### config.mk
export PLATFORM = sky130hd
export DESIGN_NAME = mux4_way16
export DESIGN_NICKNAME = d
export VERILOG_FILES = /design/src/rtl/mux4_way16.sv
export SDC_FILE = /design/constraint.sdc
export NUM_CORES = 1
export LEC_CHECK = 0
export CORE_MARGIN = 8
export CORE_UTILIZATION = 33
export CTS_BUF_LIST = sky130_fd_sc_hd__clkbuf_4 sky130_fd_sc_hd__clkbuf_8 sky130_fd_sc_hd__clkbuf_16
export DETAILED_ROUTE_END_ITERATION = 6
export GPL_TIMING_DRIVEN = 0
export PLACE_DENSITY = 0.9
export SLEW_MARGIN = 20
export SYNTH_ARGS = -nofsm -noshare
export SYNTH_HDL_FRONTEND = slang
export SYNTH_SLANG_ARGS = --single-unit
### constraint.sdc
create_clock -name clk -period 4.6 [get_ports clk]
set_input_delay 0.92 -clock clk [delete_from_list [all_inputs] [get_ports clk]]
set_output_delay 0.92 -clock clk [all_outputs]
set_load 0.02 [all_outputs]
### src/rtl/mux4_way16.sv
// mux4_way16: 4-way WIDTH-bit multiplexer with a registered copy of the
// selected data and selector, plus a one-cycle change-detect pulse.
// Optional feature: define MUX4WAY16_PARITY_EN to add out_par / out_par_q
// (XOR reduction of out, combinational and registered).
module mux4_way16 #(
  parameter int WIDTH = 16
) (
  input  logic             clk,
  input  logic             rst_n,
  input  logic [WIDTH-1:0] a,
  input  logic [WIDTH-1:0] b,
  input  logic [WIDTH-1:0] c,
  input  logic [WIDTH-1:0] d,
  input  logic [1:0]       sel,
  output logic [WIDTH-1:0] out,
  output logic [WIDTH-1:0] out_q,
  output logic [1:0]       sel_q,
`ifdef MUX4WAY16_PARITY_EN
  output logic             out_par,
  output logic             out_par_q,
`endif
  output logic             out_chg
);

  logic [WIDTH-1:0] w_out;
  logic [WIDTH-1:0] r_out_q;
  logic [1:0]       r_sel_q;
  logic             r_chg;

  // Select one of four candidates; an unknown selector yields all-X
  // rather than quietly falling through to one of the inputs.
  always_comb begin
    w_out = 'x;
    case (sel)
      2'b00:   w_out = a;
      2'b01:   w_out = b;
      2'b10:   w_out = c;
      2'b11:   w_out = d;
      default: w_out = 'x;
    endcase
  end

  assign out = w_out;

  // Capture the selected data and selector; flag a change against the
  // value held before this edge. Reset wins over any pending capture.
  always_ff @(posedge clk) begin
    if (!rst_n) begin
      r_out_q <= '0;
      r_sel_q <= 2'b00;
      r_chg   <= 1'b0;
    end else begin
      r_out_q <= w_out;
      r_sel_q <= sel;
      r_chg   <= (w_out != r_out_q);
    end
  end

  assign out_q   = r_out_q;
  assign sel_q   = r_sel_q;
  assign out_chg = r_chg;

`ifdef MUX4WAY16_PARITY_EN
  logic w_par;
  logic r_par_q;

  assign w_par = ^w_out;

  // Registered parity follows the same capture/reset rules as out_q.
  always_ff @(posedge clk) begin
    if (!rst_n) r_par_q <= 1'b0;
    else        r_par_q <= w_par;
  end

  assign out_par   = w_par;
  assign out_par_q = r_par_q;
`endif

endmodule

# == Word level (Yosys, flattened, before mapping) ==
# Index checks and enable logic that the tools add are counted.
# Widths: inputs -> output; s select.
# totals
ff_bits,19
latchBits,0
ram_bits,0
mem_bits_ro,0
mem_count,0
# classes
add_sub_neg,0
n_mul,0
n_div,0
magnitude_cmp,0
eq_ne,4
n_shift,0
n_mux,1
n_bitwise,0
reduce_logical,1
# op_table
cell,count
$pmux 16 s4,1
$ne 16x16->1,1
$eq 2x2->1 const B,2
$eq 2x1->1 const B,1
$logic_not 2->1,1

# == Logic depth before layout (Yosys ltp) ==
# Gate-level depths: netlist of run 1.
# depth
depth_word,3
ltp_mapped,6
mapped_depth_nobuf,4

# == Worst setup path after synthesis of run 1 ==
# OpenSTA, ideal clock, no wires.
# synth_timing
path_kind,input to output
start,in sel[0]
end,out out[10]
arrival_time_ns,1.967
required_ns,3.680
slack_ns,1.713
path_stages,3
path_buffers,2
cell_sequence,clkbuf_1 clkbuf_1 mux4_1
# synth_via
elab_chain_len,2
word_cells_on_any_way,5
classes_between,eq/ne (3); mux (1); reduce/logical (1)
# synth_lines
item,line_no,text
from (decl),14,"input logic [1:0] sel,"
$eq 2x2->1 (tied with other cells),34,case (sel)
$pmux 16 s4 *,34,
to (decl),15,"output logic [WIDTH-1:0] out,"
# Every way passes the cells marked *; elsewhere a longest branch is shown, timed or not.

# == Worst setup path in the final report of run 1 ==
# layout_timing
start,in sel[0]
end,out out[12]
# The elaborated chain is that of the path after synthesis.

==> flow_summary_export.csv, run 1 <==
group,metric,value,unit
power,power.static_leakage,0.798,nW
floorplanning,initial_utilization,33.6,%
placement,worst_slack_at_placement,871,ps
logic_synthesis,synth_cells,79,
floorplanning,row_count,21,
critical_path,worst_setup_path_startpoint,"sel[0]",
hold_path,worst_hold_path_type,"reg2reg",
global_routing,leftover_overflow_at_the_end_of_global_routing,0,
logic_synthesis,synth_ff_type,"sky130_fd_sc_hd__dfxtp_1",
critical_path,path_buf_inv,3,
finish,finalNonFillerCells,229,
power,sw_frac_of_total,29.1,%
logic_synthesis,post-synth-top-area-cell,"sky130_fd_sc_hd__dfxtp_1",
routing,drtIter0Drc,31,
critical_path,path_cells,"clkbuf_1 > clkbuf_1 > mux4_2 > clkdlybuf4s50_1",
global_routing,antenna_found_initial,0,
critical_path,cp_data_arrival_time,2800,ps
logic_synthesis,post-synth-top-count-cell,"sky130_fd_sc_hd__dfxtp_1",
finish,area_growth,98.3,%
clock_network,cts-hold-fix-buffers,0,
power,p_comb_share,45.9,%
critical_path,start_kind,"primary input",
routing,uppermost_layer_routed,"met4",
placement,placement.cell_area,0.00216,sq mm
power,vdd_ir_drop_max,0.112,mV
clock_network,cts_resized,0,
timing,layout_setup_ws,884,ps
critical_path,max_stage_delay,580,ps
floorplanning,die_area,0.00546,sq mm
power,power_switching,143,uW
clock_network,clkTransAtPathRegs,110,ps
floorplanning,fp.coreArea,0.00328,sq mm
logic_synthesis,ys_async_sr_fraction,0,%
global_routing,grt_pass1_vias,1263,
timing,final_min_period_over_clock_period,80.8,%
logic_synthesis,synth-seq-cells,19,
timing,holdWs,664,ps
timing,final.setup.tns,0,ps
critical_path,regToRegStartpoint,"out_q[13]$_SDFF_PN0_",
clock_network,clock_tree.htree_level_count,1,
clock_network,clock_sinks,19,
logic_synthesis,synth_top_area_share,34.4,%
clock_network,cts_made_buffers,3,
logic_synthesis,synth_enable_flop_cells,0,
timing,fmaxAchievable,269,MHz
global_routing,grt_pass1_wl,6220,um
routing,met2_wirelength,2220,um
job,cap_viol_max_count,0,
routing,postRouteWirelength,4060,um
routing,vias_per_cell,4.64,
finish,fin_area,0.00219,sq mm
clock_network,cts_root_buf,"sky130_fd_sc_hd__clkbuf_4",
routing,route.detailed.drc,0,
global_routing,grt_max_degree,12,
placement,place_inst,225,
status,status,"completed",
power,finalPower,491,uW
power,seq_power_share,37.7,%
finish,number_of_nets_in_the_layout,252,
timing,final-setup-viol-count,0,
finish,final_layout_size_suffix_gt1_share,8.74,%
floorplanning,die_width,73.9,um
critical_path,worst_path_dominant_cell_family,"buffers and inverters",
critical_path,worstSetupPathType,"in2out",
critical_path,path_common_cell,"sky130_fd_sc_hd__clkbuf_1",
logic_synthesis,synth_top_cells_by_count,"sky130_fd_sc_hd__dfxtp_1 (19), sky130_fd_sc_hd__and2_1 (16), sky130_fd_sc_hd__xnor2_1 (16)",
routing,route.layer.met1.wl,1420,um
logic_synthesis,mappedNetlistArea,0.00110,sq mm
logic_synthesis,synth-warning-count,0,
clock_network,cts.repair_timing.setup_buffer_count,0,
logic_synthesis,synth.distinct_cells,11,
routing,route.antenna.remaining_nets,0,
placement,gp_routability_congestion,0.706,
clock_network,tritoncts,"yes",
timing,timing_worst_slew_pin_value,587,ps
timing,final_max_slew_viol_count,0,
floorplanning,die_height,73.9,um
critical_path,endpoint_kind,"output pin",
finish,finalCoreUtilization,66.7,%
timing,slew-limit-headroom,60.9,%
floorplanning,pin_count,103,
logic_synthesis,netlist_top_cells_area,"sky130_fd_sc_hd__dfxtp_1 (34%), sky130_fd_sc_hd__mux4_1 (19%), sky130_fd_sc_hd__mux4_2 (16%), sky130_fd_sc_hd__xnor2_1 (13%), sky130_fd_sc_hd__and2_1 (9.1%)",
critical_path,slowest_stage,"sky130_fd_sc_hd__clkdlybuf4s50_1",
power,p_int,348,uW
routing,wl_met3,376,um
global_routing,groute.usage.overall,14.7,%
logic_synthesis,synth.yosys.seq_area_share,34.4,%
hold_path,hp-start,"out_q[0]$_SDFF_PN0_",
logic_synthesis,syn-num-nets,147,
critical_path,critPathMaxFanout,10,
routing,first_pass_iters,2,
finish,diodes,0,
timing,max_clock_skew,6.72,ps
logic_synthesis,postSynthAreaPerCell,14.0,sq um
timing,period_minus_slack,3720,ps
clock_network,clock_tree.buffer_depth,2,
power,power.share.clock,16.4,%
power,powerDensity,224,mW/mm^2
placement,place_hpwl,3550,um
routing,vias_post_dr,1063,
routing,post_drt_wl_per_cell,17.7,um
timing,finalHoldViolCount,0,
placement,portBuffers,100,
critical_path,cp.required,3680,ps
timing,rsz0062_at_grt,"false",
clock_network,clock_insertion_delay_worst_skew,290,ps
[registers in the layout, summed over array words and instances (netlist names)]
signal and flops:
out_chg 1, sel_q 2, out_q 16
[layout by cell type (no fill, tap or decap)]
| cell type | Yosys | final |
|---|---|---|
| sky130_fd_sc_hd__clkdlybuf4s50_1 | 0 | 100 |
| sky130_fd_sc_hd__dfxtp_1 | 19 | 19 |
| sky130_fd_sc_hd__and2_1 | 16 | 16 |
| sky130_fd_sc_hd__xnor2_1 | 16 | 16 |
| sky130_fd_sc_hd__mux4_2 | 8 | 8 |
| sky130_fd_sc_hd__mux4_1 | 8 | 8 |
| sky130_fd_sc_hd__nand4_1 | 4 | 4 |
| sky130_fd_sc_hd__clkbuf_1 | 3 | 3 |
| sky130_fd_sc_hd__clkbuf_4 | 0 | 3 |
| sky130_fd_sc_hd__and2_2 | 2 | 2 |
| sky130_fd_sc_hd__buf_6 | 1 | 1 |
| sky130_fd_sc_hd__buf_12 | 1 | 1 |
| sky130_fd_sc_hd__o41a_1 | 1 | 1 |
| sky130_fd_sc_hd__clkinv_2 | 0 | 1 |
[layout make-up]
type,count,area (sq um)
clock buffer,3,22.5
sequential,19,380
timing repair buffer,100,1000
fill,254,1090
multi-input combinational,55,682
clock inverter,1,5.00
buffer,5,42.5
tap,46,57.6
[per-layer routing]
metal  GRT usage (%)  up-vias
met3            4.77        4
li1                -      510
met4            4.21        0
met2            28.5       59
met5               0        -
met1            14.0      490
[power by group through the flow]
stage	combinational (mW)	clock (mW)	sequential, mW
2_1_floorplan	0.0898	0	0.204
3_3_place_gp	0.222	0	0.188
3_5_place_dp	0.228	0	0.189
4_1_cts	0.228	0.0835	0.185
5_1_grt	0.239	0.0876	0.187
6_report	0.225	0.0806	0.185
[worst min-delay path: cells and delay by family, from the launching register on]
| family | cells | cell delay, ps |
|---|---|---|
| xor gates and xnor gates | 1 | 80 |
| and+or+nand+nor | 1 | 90 |
| AOI/OAI and AO/OA | 1 | 120 |
| DFF | 1 | 360 |
[kinds of logic (layout without fill, tap and decap cells)]
group | count (synthesis) | count (layout) | share of synthesized area, %
muxes | 16 | 16 | 35.3
and+or+nand+nor | 22 | 22 | 12.7
DFF | 19 | 19 | 34.4
xor gates and xnor gates | 16 | 16 | 12.7
buffers and inverters | 5 | 109 | 3.85
AOI/OAI and AO/OA | 1 | 1 | 1.02
[path summary, 6_finish.rpt]
check                  endpoint  slack (ps)  cells past startpoint
max reg2reg  out_chg$_SDFF_PN0_        3470                      3
max                     out[12]         880                      4
min reg2reg  out_chg$_SDFF_PN0_         660                      3
min          out_chg$_SDFF_PN0_         660                      3
Power figures use the tool's default switching activity.
==> run 2: changes to the inputs <==
Settings changed: CORE_UTILIZATION 33 to 30, PLACE_DENSITY 0.9 to 0.84.
Clock period 4.6 ns to 3.7 ns, I/O delays scaled along.
==> run 2 against run 1 <==
Against the previous run:
- sequential share of layout area down 0.17 points
- sequential cell count unchanged
- die area up 7.8%
- routed wire length down 1.8%
- core utilization down 5.4 points
- non-clock buffer count unchanged
- first-iteration DRC count down 23%
- final cell count up 0.87%
- largest cell class unchanged
==> flow_summary_export.csv, run 2 (synthesis gave the netlist of run 1 again) <==
group,metric,value,unit
status,status,"completed",
global_routing,antenna_found_initial,0,
timing,final-setup-viol-count,0,
placement,place_hpwl,3450,um
critical_path,cp.required,2960,ps
power,vdd_ir_drop_max,0.126,mV
placement,portBuffers,100,
clock_network,clock_sinks,19,
timing,finalHoldViolCount,0,
timing,final_max_slew_viol_count,0,
routing,postRouteWirelength,3990,um
power,power.static_leakage,0.806,nW
clock_network,clkTransAtPathRegs,70,ps
critical_path,path_buf_inv,3,
critical_path,max_stage_delay,580,ps
power,powerDensity,294,mW/mm^2
global_routing,grt_pass1_wl,6390,um
finish,final_layout_size_suffix_gt1_share,8.74,%
power,p_int,467,uW
floorplanning,die_width,76.7,um
routing,first_pass_iters,4,
clock_network,clock_tree.htree_level_count,1,
critical_path,path_common_cell,"sky130_fd_sc_hd__clkbuf_1",
clock_network,clock_insertion_delay_worst_skew,250,ps
floorplanning,fp.coreArea,0.00361,sq mm
timing,slew-limit-headroom,61.4,%
finish,area_growth,100,%
finish,layout_commonest_cell,"sky130_fd_sc_hd__clkdlybuf4s50_1",
power,seq_power_share,35.4,%
finish,largest_register_ffs,16,
critical_path,cp_data_arrival_time,2540,ps
routing,route.detailed.drc,0,
clock_network,cts_root_buf,"sky130_fd_sc_hd__clkbuf_8",
timing,rsz0062_at_grt,"false",
critical_path,endpoint_kind,"output pin",
hold_path,worst_hold_path_type,"reg2reg",
global_routing,grt_max_degree,12,
timing,final_min_period_over_clock_period,88.6,%
critical_path,path_cells,"clkbuf_1 > clkbuf_1 > mux4_1 > clkdlybuf4s50_1",
floorplanning,initial_utilization,30.6,%
clock_network,cts_resized,0,
finish,finalNonFillerCells,231,
floorplanning,row_count,22,
critical_path,worst_path_dominant_cell_family,"buffers and inverters",
global_routing,grt_pass1_vias,1255,
global_routing,leftover_overflow_at_the_end_of_global_routing,0,
timing,fmaxAchievable,305,MHz
critical_path,start_kind,"primary input",
power,sw_frac_of_total,28.2,%
timing,holdWs,670,ps
timing,max_clock_skew,2.68,ps
routing,route.antenna.remaining_nets,0,
critical_path,worstSetupPathType,"in2out",
finish,number_of_nets_in_the_layout,252,
clock_network,cts.repair_timing.setup_buffer_count,0,
finish,diodes,0,
clock_network,cts_made_buffers,3,
critical_path,critPathMaxFanout,10,
floorplanning,pin_count,103,
floorplanning,die_area,0.00588,sq mm
placement,place_inst,227,
routing,post_drt_wl_per_cell,17.3,um
timing,period_minus_slack,3280,ps
finish,final_cell_mix,"sky130_fd_sc_hd__clkdlybuf4s50_1 (100), sky130_fd_sc_hd__dfxtp_1 (19), sky130_fd_sc_hd__and2_1 (16), sky130_fd_sc_hd__xnor2_1 (16)",
job,cap_viol_max_count,0,
routing,vias_post_dr,1077,
timing,timing_worst_slew_pin_value,579,ps
finish,finalCoreUtilization,61.3,%
floorplanning,die_height,76.7,um
routing,vias_per_cell,4.66,
global_routing,groute.usage.overall,13.5,%
clock_network,clock_tree.buffer_depth,2,
critical_path,slowest_stage,"sky130_fd_sc_hd__clkdlybuf4s50_1",
placement,gp_routability_congestion,0.691,
power,power.share.clock,21.7,%
clock_network,cts-hold-fix-buffers,0,
timing,final.setup.tns,0,ps
routing,drtIter0Drc,24,
power,p_comb_share,42.9,%
power,power_switching,183,uW
clock_network,tritoncts,"yes",
[run 2: cell count changes in the layout (fill, tap and decap cells not counted)]
cell                       delta
sky130_fd_sc_hd__clkbuf_4     -3
sky130_fd_sc_hd__clkbuf_8     +3
[run 2: cell type report]
class                   count  area (sq um)
plain buffers               5          42.5
clock buffers               3          41.3
repair buffers            100          1000
well taps                  48          60.1
fillers                   306          1390
multi-input cells          55           682
flip-flops and latches     19           380
clock inverters             1          5.00
[run 2: per-stage QoR]
step / total power, mW / setup WS [ps] / instance area, sq um
floorplan: 0.366 / 1170 / 1100
CTS: 0.660 / 376 / 2210
global placement: 0.511 / 389 / 2170
finish: 0.651 / 420 / 2210
global route: 0.685 / 304 / 2210
detailed placement: 0.517 / 381 / 2170
[run 2: power groups by stage]
stage	sequential [mW]	clock [mW]	combinational [mW]
6_report	0.230	0.141	0.279
5_1_grt	0.232	0.156	0.297
4_1_cts	0.231	0.146	0.283
3_5_place_dp	0.235	0	0.282
3_3_place_gp	0.234	0	0.277
2_1_floorplan	0.254	0	0.112
[run 2: worst paths after layout]
path / startpoint / end / slack [ps] / cells past startpoint
min: out_q[12]$_SDFF_PN0_ / out_chg$_SDFF_PN0_ / 670 / 3
max: sel[0] / out[10] / 420 / 4
max reg2reg: out_q[13]$_SDFF_PN0_ / out_chg$_SDFF_PN0_ / 2550 / 3
min reg2reg: out_q[12]$_SDFF_PN0_ / out_chg$_SDFF_PN0_ / 670 / 3
[run 2: worst register-to-register path, cell delays in order (launching register included)]
cell	delay (ps)
sky130_fd_sc_hd__dfxtp_1	370
sky130_fd_sc_hd__xnor2_1	130
sky130_fd_sc_hd__nand4_1	120
sky130_fd_sc_hd__o41a_1	410
[run 2: routing by layer]
| metal | GRT usage [%] | vias to the layer above | share of wire, % |
|---|---|---|---|
| met5 | 0 | - | 0 |
| met4 | 7.50 | 0 | 3.1 |
| met3 | 4.66 | 11 | 8.0 |
| met2 | 23.9 | 64 | 53 |
| met1 | 13.3 | 493 | 36 |
| li1 | - | 509 | - |
==> run 3: changes to the inputs <==
Settings changed: HOLD_SLACK_MARGIN set to 0.1.
==> results of run 3 <==
Same layout as run 2: the final DEF is identical, and so are final timing and power.
